<file path="config.mk">
export PLATFORM = sky130hd
export DESIGN_NAME = bin2bcd_seq
export DESIGN_NICKNAME = d
export VERILOG_FILES = /design/src/rtl/bin2bcd_seq.sv
export SDC_FILE = /design/constraint.sdc
export NUM_CORES = 1
export LEC_CHECK = 0
export BUFFER_PORTS_ARGS = -buffer_cell sky130_fd_sc_hd__buf_4
export CAP_MARGIN = 0
export CORE_UTILIZATION = 55
export DETAILED_ROUTE_END_ITERATION = 10
export HOLD_SLACK_MARGIN = 0.03
export PLACE_DENSITY = 0.75
export SYNTH_ARGS = -nofsm -noshare
export SYNTH_HDL_FRONTEND = slang
export SYNTH_SLANG_ARGS = --single-unit
export TNS_END_PERCENT = 1
</file>
<file path="constraint.sdc">
create_clock -name clk -period 1.9 [get_ports clk]
set_input_delay 0.38 -clock clk [delete_from_list [all_inputs] [get_ports clk]]
set_output_delay 0.38 -clock clk [all_outputs]
set_load 0.03 [all_outputs]
</file>
<file path="src/rtl/bin2bcd_seq.sv">
// Sequential binary-to-BCD encoder using shift-and-add-3, one input bit per clock.
// Registered digits feed a 4-digit 7-segment decoder; out-of-range values give 4'hF blanks.
module bin2bcd_seq #(
   parameter int BIN_W = 14
) (
   input  logic             clk,
   input  logic             rst,
   input  logic             start,
   input  logic [BIN_W-1:0] bin,
   output logic             busy,
   output logic             done,
   output logic             ovf,
   output logic [3:0]       x0,
   output logic [3:0]       x1,
   output logic [3:0]       x2,
   output logic [3:0]       x3
);

   localparam int CNT_W = $clog2(BIN_W + 1);

   typedef enum logic [1:0] {IDLE, SHIFT, FINISH} state_t;

   state_t           state_q, state_d;
   logic [BIN_W-1:0] shift_q, shift_d;
   logic [15:0]      bcd_q, bcd_d, bcd_adj;
   logic [CNT_W-1:0] cnt_q, cnt_d;
   logic             ovf_flag_q, ovf_flag_d;
   logic             done_q, done_d;
   logic             ovf_q, ovf_d;
   logic [15:0]      digits_q, digits_d;

   // Add-3 correction per nibble before each shift keeps every nibble a legal BCD digit.
   always_comb begin
      bcd_adj = bcd_q;
      for (int i = 0; i < 4; i++) begin
         if (bcd_q[4*i +: 4] >= 4'd5)
            bcd_adj[4*i +: 4] = bcd_q[4*i +: 4] + 4'd3;
      end
   end

   // NOTE: every variable gets a default at the top of always_comb so no path infers a latch.
   always_comb begin
      state_d    = state_q;
      shift_d    = shift_q;
      bcd_d      = bcd_q;
      cnt_d      = cnt_q;
      ovf_flag_d = ovf_flag_q;
      done_d     = 1'b0;
      ovf_d      = ovf_q;
      digits_d   = digits_q;

      unique case (state_q)
         IDLE: begin
            if (start) begin
               shift_d    = bin;
               bcd_d      = 16'h0000;
               cnt_d      = CNT_W'(BIN_W);
               ovf_flag_d = (32'(bin) > 32'd9999);
               state_d    = SHIFT;
            end
         end
         SHIFT: begin
            bcd_d   = {bcd_adj[14:0], shift_q[BIN_W-1]};
            shift_d = {shift_q[BIN_W-2:0], 1'b0};
            cnt_d   = cnt_q - CNT_W'(1);
            if (cnt_q == CNT_W'(1))
               state_d = FINISH;
         end
         FINISH: begin
            digits_d = ovf_flag_q ? 16'hFFFF : bcd_q;
            ovf_d    = ovf_flag_q;
            done_d   = 1'b1;
            state_d  = IDLE;
         end
         default: state_d = IDLE;
      endcase
   end

   // NOTE: sequential state uses non-blocking assignments so all registers update together.
   always_ff @(posedge clk or posedge rst) begin
      if (rst) begin
         // NOTE: scratch registers are reset too, so an aborted conversion leaves nothing behind.
         state_q    <= IDLE;
         shift_q    <= '0;
         bcd_q      <= '0;
         cnt_q      <= '0;
         ovf_flag_q <= 1'b0;
         done_q     <= 1'b0;
         ovf_q      <= 1'b0;
         digits_q   <= '0;
      end else begin
         state_q    <= state_d;
         shift_q    <= shift_d;
         bcd_q      <= bcd_d;
         cnt_q      <= cnt_d;
         ovf_flag_q <= ovf_flag_d;
         done_q     <= done_d;
         ovf_q      <= ovf_d;
         digits_q   <= digits_d;
      end
   end

   assign busy = (state_q != IDLE);
   assign done = done_q;
   assign ovf  = ovf_q;
   assign x0   = digits_q[3:0];
   assign x1   = digits_q[7:4];
   assign x2   = digits_q[11:8];
   assign x3   = digits_q[15:12];

endmodule
</file>
## Yosys cells after proc, flatten, opt, wreduce, memory -nomap -nowiden

Cells that the tools add are included.

| operators by class | value |
|---|---|
| muxes and demuxes | 15 |
| eq/ne operators | 5 |
| div/mod/pow operators | 0 |
| $add $sub $neg | 5 |
| multiply operators | 0 |
| $lt $le $gt $ge | 5 |
| shift-type cells | 0 |
| reduce and logical (&&, ||, !) cells | 6 |
| bitwise logic cells | 0 |

Operators with widths:

| operator | number |
|---|---|
| 16-bit two-way mux | 2 |
| 16-bit one-hot mux with 2 select lines | 1 |
| 14-bit one-hot mux with 2 select lines | 1 |
| 4-bit by 3-bit greater-or-equal comparator with 1-bit output, second input constant | 4 |
| 4-bit two-way mux | 4 |
| 14-bit > comparator, second input constant | 1 |
| 14-bit two-way mux | 1 |
| 4-bit by 2-bit adder with 4-bit output, second input constant | 3 |
| 4-bit one-hot mux with 2 select lines | 1 |
| 2-bit AND reduction | 3 |
| 4-bit by 1-bit equality test with 1-bit output, second input constant | 1 |
| 2-bit two-way mux | 2 |
| 2-bit inequality test, second input constant | 2 |
| 2-bit one-hot mux with 2 select lines | 1 |
| 2-bit nonzero test | 2 |
| 4-bit by 1-bit subtractor with 4-bit output, second input constant | 1 |
| 3-bit by 2-bit adder with 3-bit output, second input constant | 1 |
| 3-bit two-way mux | 1 |
| 2-bit by 1-bit equality test with 1-bit output, second input constant | 1 |
| 2-bit equality test, second input constant | 1 |
| 2-bit zero test | 1 |
| 1-bit two-way mux | 1 |

| word-level totals | value |
|---|---|
| input bits | 17 |
| ROM bits | 0 |
| bits in latches | 0 |
| logic and storage cells | 44 |
| bits in writable memories | 0 |
| memories kept | 0 |
| flip-flop bits (word level) | 55 |

## Longest topological paths before layout

Gate-level depths: netlist of the first run.

| logic depth | value |
|---|---|
| word-level depth | 3 |
| gate-level depth with buffers | 6 |
| mapped depth without buffers | 6 |

## Least setup slack after synthesis of the first run

No wires, ideal clock.

| timing path | value |
|---|---|
| path kind | reg2reg |
| start | register bcd_q[4] |
| end | register bcd_q[6] |
| stages on the path, launching flop included | 7 |
| setup time | 0.083 ns |
| period minus slack after synthesis | 1.515 ns |
| required time | 1.817 ns |
| arrival time | 1.432 ns |
| slack | 0.385 ns |
| cells stage by stage | dfrtp_1 inv_1 ha_1 nand2b_1 a21oi_1 mux2_2 o21ai_0 |

| on the way | value |
|---|---|
| longest elaborated chain between the ends | 3 |

RTL lines:

| what | RTL line | text |
|---|---|---|
| from (decl) | 25 | `logic [15:0] bcd_q, bcd_d, bcd_adj;` |
| from (signal assigned) | 85 | `bcd_q <= '0;` |
| from (signal assigned) | 94 | `bcd_q <= bcd_d;` |
| 4-bit by 2-bit adder with 4-bit output / 4-bit by 3-bit greater-or-equal comparator with 1-bit output (equally long branches) | 37, 36 |  |
| 4-bit two-way mux * | 36 | `if (bcd_q[4*i +: 4] >= 4'd5)` |
| 16-bit one-hot mux with 2 select lines * | 52 | `unique case (state_q)` |

Every way passes the cells marked *; elsewhere a longest branch is shown, timed or not.
A chain may end at the register's enable or synchronous reset.

## Worst setup path in the final report of the first run

| timing path | value |
|---|---|
| start | register bcd_q[0] |
| end | register bcd_q[2] |

Same word-level chain as after synthesis.

==> results of run 1 <==
==> kinds of logic after synthesis <==
kind of cell | Yosys count | synth area share [%]
flops | 55 | 52.6
fa+ha+maj | 10 | 4.78
compound gates | 64 | 14.5
xor+xnor | 6 | 2.01
simple gates | 110 | 18.7
mux | 5 | 2.15
buf+inv | 31 | 5.26
==> power groups by stage <==
stage,Clock (uW),Sequential (uW),Combinational (uW)
global placement,0,2100,2330
CTS,660,2090,2400
global route,700,2180,2680
floorplan,0,2280,1590
detailed placement,0,2110,2400
finish,635,2090,2380
==> per-layer routing <==
layer | wire length (um) | vias up
met1 | 2270 | 923
met4 | 53 | 0
li1 | - | 1010
met2 | 2100 | 39
met5 | 0 | -
met3 | 148 | 4
==> synthesized netlist by cell type, drive strengths merged <==
cell type   n  area [um2]
nand3      15        75.1
dfrtp      55        1380
or2         1        6.26
a21oi       7        35.0
nand2      49         186
mux2        5        56.3
o211ai      1        7.51
o31ai       6        45.0
and2        1        6.26
nor4        2        12.5
inv        13        48.8
or3b        1        8.76
xor2        1        8.76
a22oi       1        7.51
nand2b      6        37.5
nor2       30         120
buf        12        66.3
ha         10         125
o21ai      32         160
and3        1        6.26
a32o        4        40.0
nor3b       3        22.5
and2b       1        8.76
clkbuf      6        22.5
a31oi      12        75.1
o311ai      1        8.76
xnor2       5        43.8
==> worst max path at each step <==
stage	endpoint	cells past startpoint	start
floorplan	bcd_q[0]$_DFFE_PP0P_	1	rst
global placement	bcd_q[6]$_DFFE_PP0P_	6	bcd_q[4]$_DFFE_PP0P_
detailed placement	bcd_q[2]$_DFFE_PP0P_	6	bcd_q[0]$_DFFE_PP0P_
CTS	bcd_q[2]$_DFFE_PP0P_	6	bcd_q[0]$_DFFE_PP0P_
global route	bcd_q[2]$_DFFE_PP0P_	6	bcd_q[0]$_DFFE_PP0P_
finish	bcd_q[2]$_DFFE_PP0P_	6	bcd_q[0]$_DFFE_PP0P_
==> worst reg2reg max path, stage by stage, from the launching register on <==
cell and delay (ns):
dfrtp_1 0.41, inv_1 0.13, ha_1 0.21, nand2b_1 0.08, a21oi_1 0.25, mux2_2 0.36, o21ai_0 0.14
==> repair_timing <==
item,in CTS,in global routing
buffers inserted,0,0
hold buffers,1,0
hold endpoints to repair,8,0
==> stage by stage <==
stage | cells | total power, uW | hold slack, ns
floorplan | 281 | 3870 | 0.448
global placement | 356 | 4440 | 0.315
detailed placement | 356 | 4510 | 0.316
CTS | 364 | 5160 | 0.270
global route | 364 | 5560 | 0.289
finish | 364 | 5110 | 0.278
==> final cells by class <==
| type | instances | share of cell area [%] |
|---|---|---|
| clock buffers | 6 | 2.74 |
| inverters | 13 | 1.62 |
| repair buffers | 42 | 11.0 |
| multi-input cells | 195 | 36.7 |
| clock inverters | 1 | 0.166 |
| flip-flops and latches | 55 | 45.7 |
| well taps | 52 | 2.16 |
==> registers in the layout (all words and copies together), names as in the netlist <==
name / flops
bcd_q: 16
cnt_q: 4
digits_q: 16
done: 1
ovf: 1
ovf_flag_q: 1
shift_q: 14
state_q: 2
==> flow_summary.ini, run 1 <==
[run_status]
status = complete, no violations

[power]
power_leakage_uw = 0.00143
clockPowerShare_pct = 12.4
irDropWorstVdd_mv = 1.07
switchingPower_uw = 2120
sw_frac_of_total_pct = 41.6
comb_power_share_pct = 46.6
pwr-share-seq_pct = 41.0
powerDensity_nw_per_um2 = 1690
p_int_uw = 2980

[final_layout]
final_common_cell = dfrtp_1
layout_common_cells = dfrtp_1 (55), nand2_1 (48), buf_4 (40)
multi_input_area_um2 = 1110
fin_area_um2 = 3010
regArea_um2 = 1380
syn2layout_area_growth_pct = 15.2
final_nets = 339
final_util_pct = 67.4
final_layout_size_suffix_gt1_share_pct = 18.9
fill_cells = 389
antenna_cells = 0

[clocking]
cts_tree = yes
cts_root_buf = clkbuf_8
clkLatencyLatePin_ns = 0.30
cts_max_level = 2
clockBufferDepth = 2
clkTransAtPathRegs_ns = 0.09
cts_repair_resize_count = 0
numCtsBuffers = 5
cts.sinks = 55

[hold_path]
min_path_type = input port to register
hold_depth = 3
hold_path_end = shift_q[0]$_DFFE_PP0P_
min-delay-start = bin[0]

[global_routing]
grt_use_total_pct = 20.6
grt_max_degree = 48
grt_pass1_wl_um = 8200
grt_use_met3_pct = 3.99
antenna_found_initial = 0
gr-usage-met2_pct = 34.1
grt_overflow = 0
grt_pass1_vias = 1865
gr-usage-met1_pct = 27.5
grt-busiest-layer = met2

[drt]
vias_per_cell = 5.43
routed_wl_um = 4570
route.vias.total = 1976
dr.pass1.iters = 6
initialDrtViolationCount = 150
wl_per_cell_um = 12.5
ant_nets = 0
remaining_drc_errors = 0

[synthesis]
yosysSeqAreaShare_pct = 52.6
synth_nets = 308
synth.avg_cell_area_um2 = 9.31
ys_ff_latch = 55
yosys_warnings = 0
synth_cell_types = 31
syn_area_um2 = 2620
syn_inst = 281

[placed_design]
port-buffer-count = 35
place.gp.congestion = 0.814
place_hpwl_um = 3140
dp_slack_ns = 0.249
place_area_um2 = 2920

[setup_path]
rrSetupSlack_ns = 0.26
crit_type = register to register
slowest_delay_ns = 0.41
reg2regPathDepth = 6
cp_cell_sequence = inv_1 > ha_1 > nand2b_1 > a21oi_1 > mux2_2 > o21ai_0
reg2reg_to = bcd_q[2]$_DFFE_PP0P_
path_buf_inv = 1
slowest_stage = dfrtp_1
crit_fanout = 4
r2r-start = bcd_q[0]$_DFFE_PP0P_
endpoint_kind = register
crit_required_ns = 2.12
arrival_ns = 1.86
critPathTopFamily = flip-flops
cp-start-kind = register

[timing]
clock_skew_ns = 0.00666
drv_slew = 0
finalCritPeriodShare_pct = 86.5
fmax_ghz = 0.608
fin_crit_ns = 1.64
rsz0062_at_grt = no
worstMarginPinSlew_ns = 0.585
layout_setup_ws_ns = 0.256
slew_headroom_pct = 61.0
finalHoldViolations = 0
setup_tns_ns = 0
setup_viol = 0

[run]
cap_violations = 0

[floorplanning]
coreArea_um2 = 4470
pin_count = 36
placementRows = 24
die_h_um = 71.0
initial_core_util_pct = 58.5
die_w_um = 71.0
die_area_um2 = 5040
(Power assumes the default switching activity.)
==> run 2: changes to the inputs <==
--- a/config.mk
+++ b/config.mk
@@ -5,6 +5,7 @@
 export SDC_FILE = /design/constraint.sdc
 export NUM_CORES = 1
 export LEC_CHECK = 0
+export ABC_AREA = 1
 export BUFFER_PORTS_ARGS = -buffer_cell sky130_fd_sc_hd__buf_4
 export CAP_MARGIN = 0
 export CORE_UTILIZATION = 55
==> run 2 against run 1 <==
Sequential share of layout area fell by 1.3 points. First-iteration DRC count up 1.3%. Synthesized area is 2.7% higher. Count of clock-buffer cells in the layout is 1 higher. Critical path type is now register to primary output. Critical endpoint is now busy. Largest power group unchanged.
==> flow_summary.ini, run 2 <==
[run_status]
status = complete, no violations

[final_layout]
multi_input_area_um2 = 1060
layout_common_cells = nand2_1 (92), dfrtp_1 (55), inv_1 (42)
fill_cells = 419
largestRegisters = bcd_q (16), digits_q (16), shift_q (14)
final_layout_size_suffix_gt1_share_pct = 14.1
syn2layout_area_growth_pct = 15.4
final_nets = 396
regArea_um2 = 1380
antenna_cells = 0
final_common_cell = nand2_1

[timing]
setup_viol = 0
drv_slew = 0
rsz0062_at_grt = no
setup_tns_ns = 0
fin_crit_ns = 1.43
worstMarginPinSlew_ns = 0.504
finalHoldViolations = 0
fmax_ghz = 0.701
clock_skew_ns = 0.00698
finalCritPeriodShare_pct = 75.0
slew_headroom_pct = 66.4

[placed_design]
port-buffer-count = 35
place_hpwl_um = 3460
place.gp.congestion = 0.849

[global_routing]
grt_pass1_vias = 2168
grt_max_degree = 45
antenna_found_initial = 0
grt_use_total_pct = 22.3
grt_pass1_wl_um = 9110
grt_overflow = 0

[hold_path]
hold_depth = 3
min_path_type = input port to register
hold_path_end = shift_q[0]$_DFFE_PP0P_
min-delay-start = bin[0]

[clocking]
cts_root_buf = clkbuf_8
cts_tree = yes
cts.sinks = 55
cts_repair_resize_count = 0
clockBufferDepth = 2
clkTransAtPathRegs_ns = 0.09
clkLatencyLatePin_ns = 0.31
numCtsBuffers = 5
cts_max_level = 2

[setup_path]
critPathTopFamily = flip-flops
arrival_ns = 1.05
slowest_delay_ns = 0.42
crit_fanout = 3
crit_type = register to primary output
endpoint_kind = primary output
reg2reg_to = bcd_q[6]$_DFFE_PP0P_
crit_required_ns = 1.52
r2r-start = bcd_q[4]$_DFFE_PP0P_
rrSetupSlack_ns = 0.54
cp-start-kind = register
slowest_stage = dfrtp_1
path_buf_inv = 2
cp_cell_sequence = inv_1 > nand2_1 > buf_4
critical_path_cell_count = 3
reg2regPathDepth = 8

[drt]
ant_nets = 0
route.vias.total = 2217
vias_per_cell = 5.07
routed_wl_um = 4920
remaining_drc_errors = 0
wl_per_cell_um = 11.3
dr.pass1.iters = 4
initialDrtViolationCount = 152

[synthesis]
yosys.area.top_type = dfrtp_1
synth_cell_types = 21
ys_ff_latch = 55
synth_nets = 361
synth_common_cells = nand2_1 (92), dfrtp_1 (55), inv_1 (43)
synth-main-ff-cell = dfrtp_1
yosysSeqAreaShare_pct = 51.2
synth.most_common_cell = nand2_1
yosys_warnings = 0
syn_area_um2 = 2690
synth.avg_cell_area_um2 = 8.05
yosys-top-cells-area = dfrtp_1 (51%), nand2_1 (13%), inv_1 (6.0%)
synth_top_area_share_pct = 51.2
synth-async-reset-ratio_pct = 100
synth_edf_count = 0
syn_inst = 334

[floorplanning]
die_area_um2 = 5170
coreArea_um2 = 4720
die_h_um = 71.9
initial_core_util_pct = 56.9
die_w_um = 71.9
placementRows = 25
pin_count = 36

[power]
p_total_uw = 5390
power_leakage_uw = 0.00162
irDropWorstVdd_mv = 0.703
powerDensity_nw_per_um2 = 1740

[run]
cap_violations = 0
-- run 2: cell types whose count changed in the layout (fill, tap and decap cells not counted), sizes merged, moves of 4 or more --
| cell | before | now |
|---|---|---|
| o21ai | 32 | 39 |
| nor2 | 30 | 25 |
| nand4 | 0 | 8 |
| nand2 | 49 | 92 |
| a32o | 4 | 0 |
| a31oi | 12 | 0 |
| nand3 | 15 | 27 |
| inv | 13 | 47 |
| mux2 | 5 | 0 |
| o31ai | 6 | 0 |
| a21oi | 7 | 17 |
| xnor2 | 5 | 0 |
| nand2b | 6 | 0 |
-- run 2: report_power, final --
group / switching [uW] / leakage (uW) / internal (uW)
sequential: 334 / 0.000671 / 1720
combinational: 1700 / 0.000904 / 964
clock: 371 / 0.0000484 / 299
-- run 2: through the flow --
| step | utilization (%) | setup slack (ns) | cell area, um2 | instances | hold slack [ns] |
|---|---|---|---|---|---|
| floorplan | - | 0.177 | 2690 | 334 | 0.449 |
| finish | 65.7 | 0.474 | 3100 | 437 | 0.327 |
| global route | 65.7 | 0.397 | 3100 | 437 | 0.335 |
| CTS | 65.7 | 0.466 | 3100 | 437 | 0.335 |
| global placement | 63.5 | 0.589 | 3000 | 428 | 0.345 |
| detailed placement | 63.5 | 0.567 | 3000 | 428 | 0.345 |
-- run 2: layout make-up --
class	count	area share (%)
clock buffers	7	2.78
clock inverters	1	0.282
inverters	47	5.77
multi-input cells	221	34.2
flip-flops and latches	55	44.4
well taps	67	2.70
repair buffers	39	9.92
-- run 2: kinds of logic (layout without fill, tap and decap cells) --
logic type	after synthesis	count (layout)	synth area share (%)
fa+ha+maj	10	10	4.65
buf+inv	58	94	9.35
simple gates	153	153	23.7
flops	55	55	51.2
compound gates	58	58	11.1
-- run 2: worst max path at each step --
stage / from / endpoint / slack (ns)
floorplan: rst / bcd_q[0]$_DFFE_PP0P_ / 0.18
global placement: bcd_q[4]$_DFFE_PP0P_ / bcd_q[6]$_DFFE_PP0P_ / 0.59
detailed placement: bcd_q[4]$_DFFE_PP0P_ / bcd_q[5]$_DFFE_PP0P_ / 0.57
CTS: state_q[0]$_DFFE_PP0P_ / busy / 0.47
global route: bcd_q[4]$_DFFE_PP0P_ / bcd_q[5]$_DFFE_PP0P_ / 0.40
finish: state_q[0]$_DFFE_PP0P_ / busy / 0.47
-- run 2: timing repair --
action	CTS	global route
hold buffers	1	0
endpoints found under the setup margin	0	0
setup buffers	0	0
endpoints found under the hold margin	11	0
-- run 2: layer usage --
metal / up-vias / wire (um) / GRT usage [%]
met5: - / 0 / 0
met4: 0 / 64 / 7.41
met3: 6 / 158 / 4.72
met2: 45 / 2360 / 38.4
met1: 1030 / 2340 / 28.1
li1: 1136 / - / -
-- run 2: worst register-to-register path, delay by kind of cell (launching register included) --
kind | cells | cell delay (ns)
simple gates | 5 | 0.40
buf+inv | 2 | 0.19
flops | 1 | 0.44
fa+ha+maj | 1 | 0.23
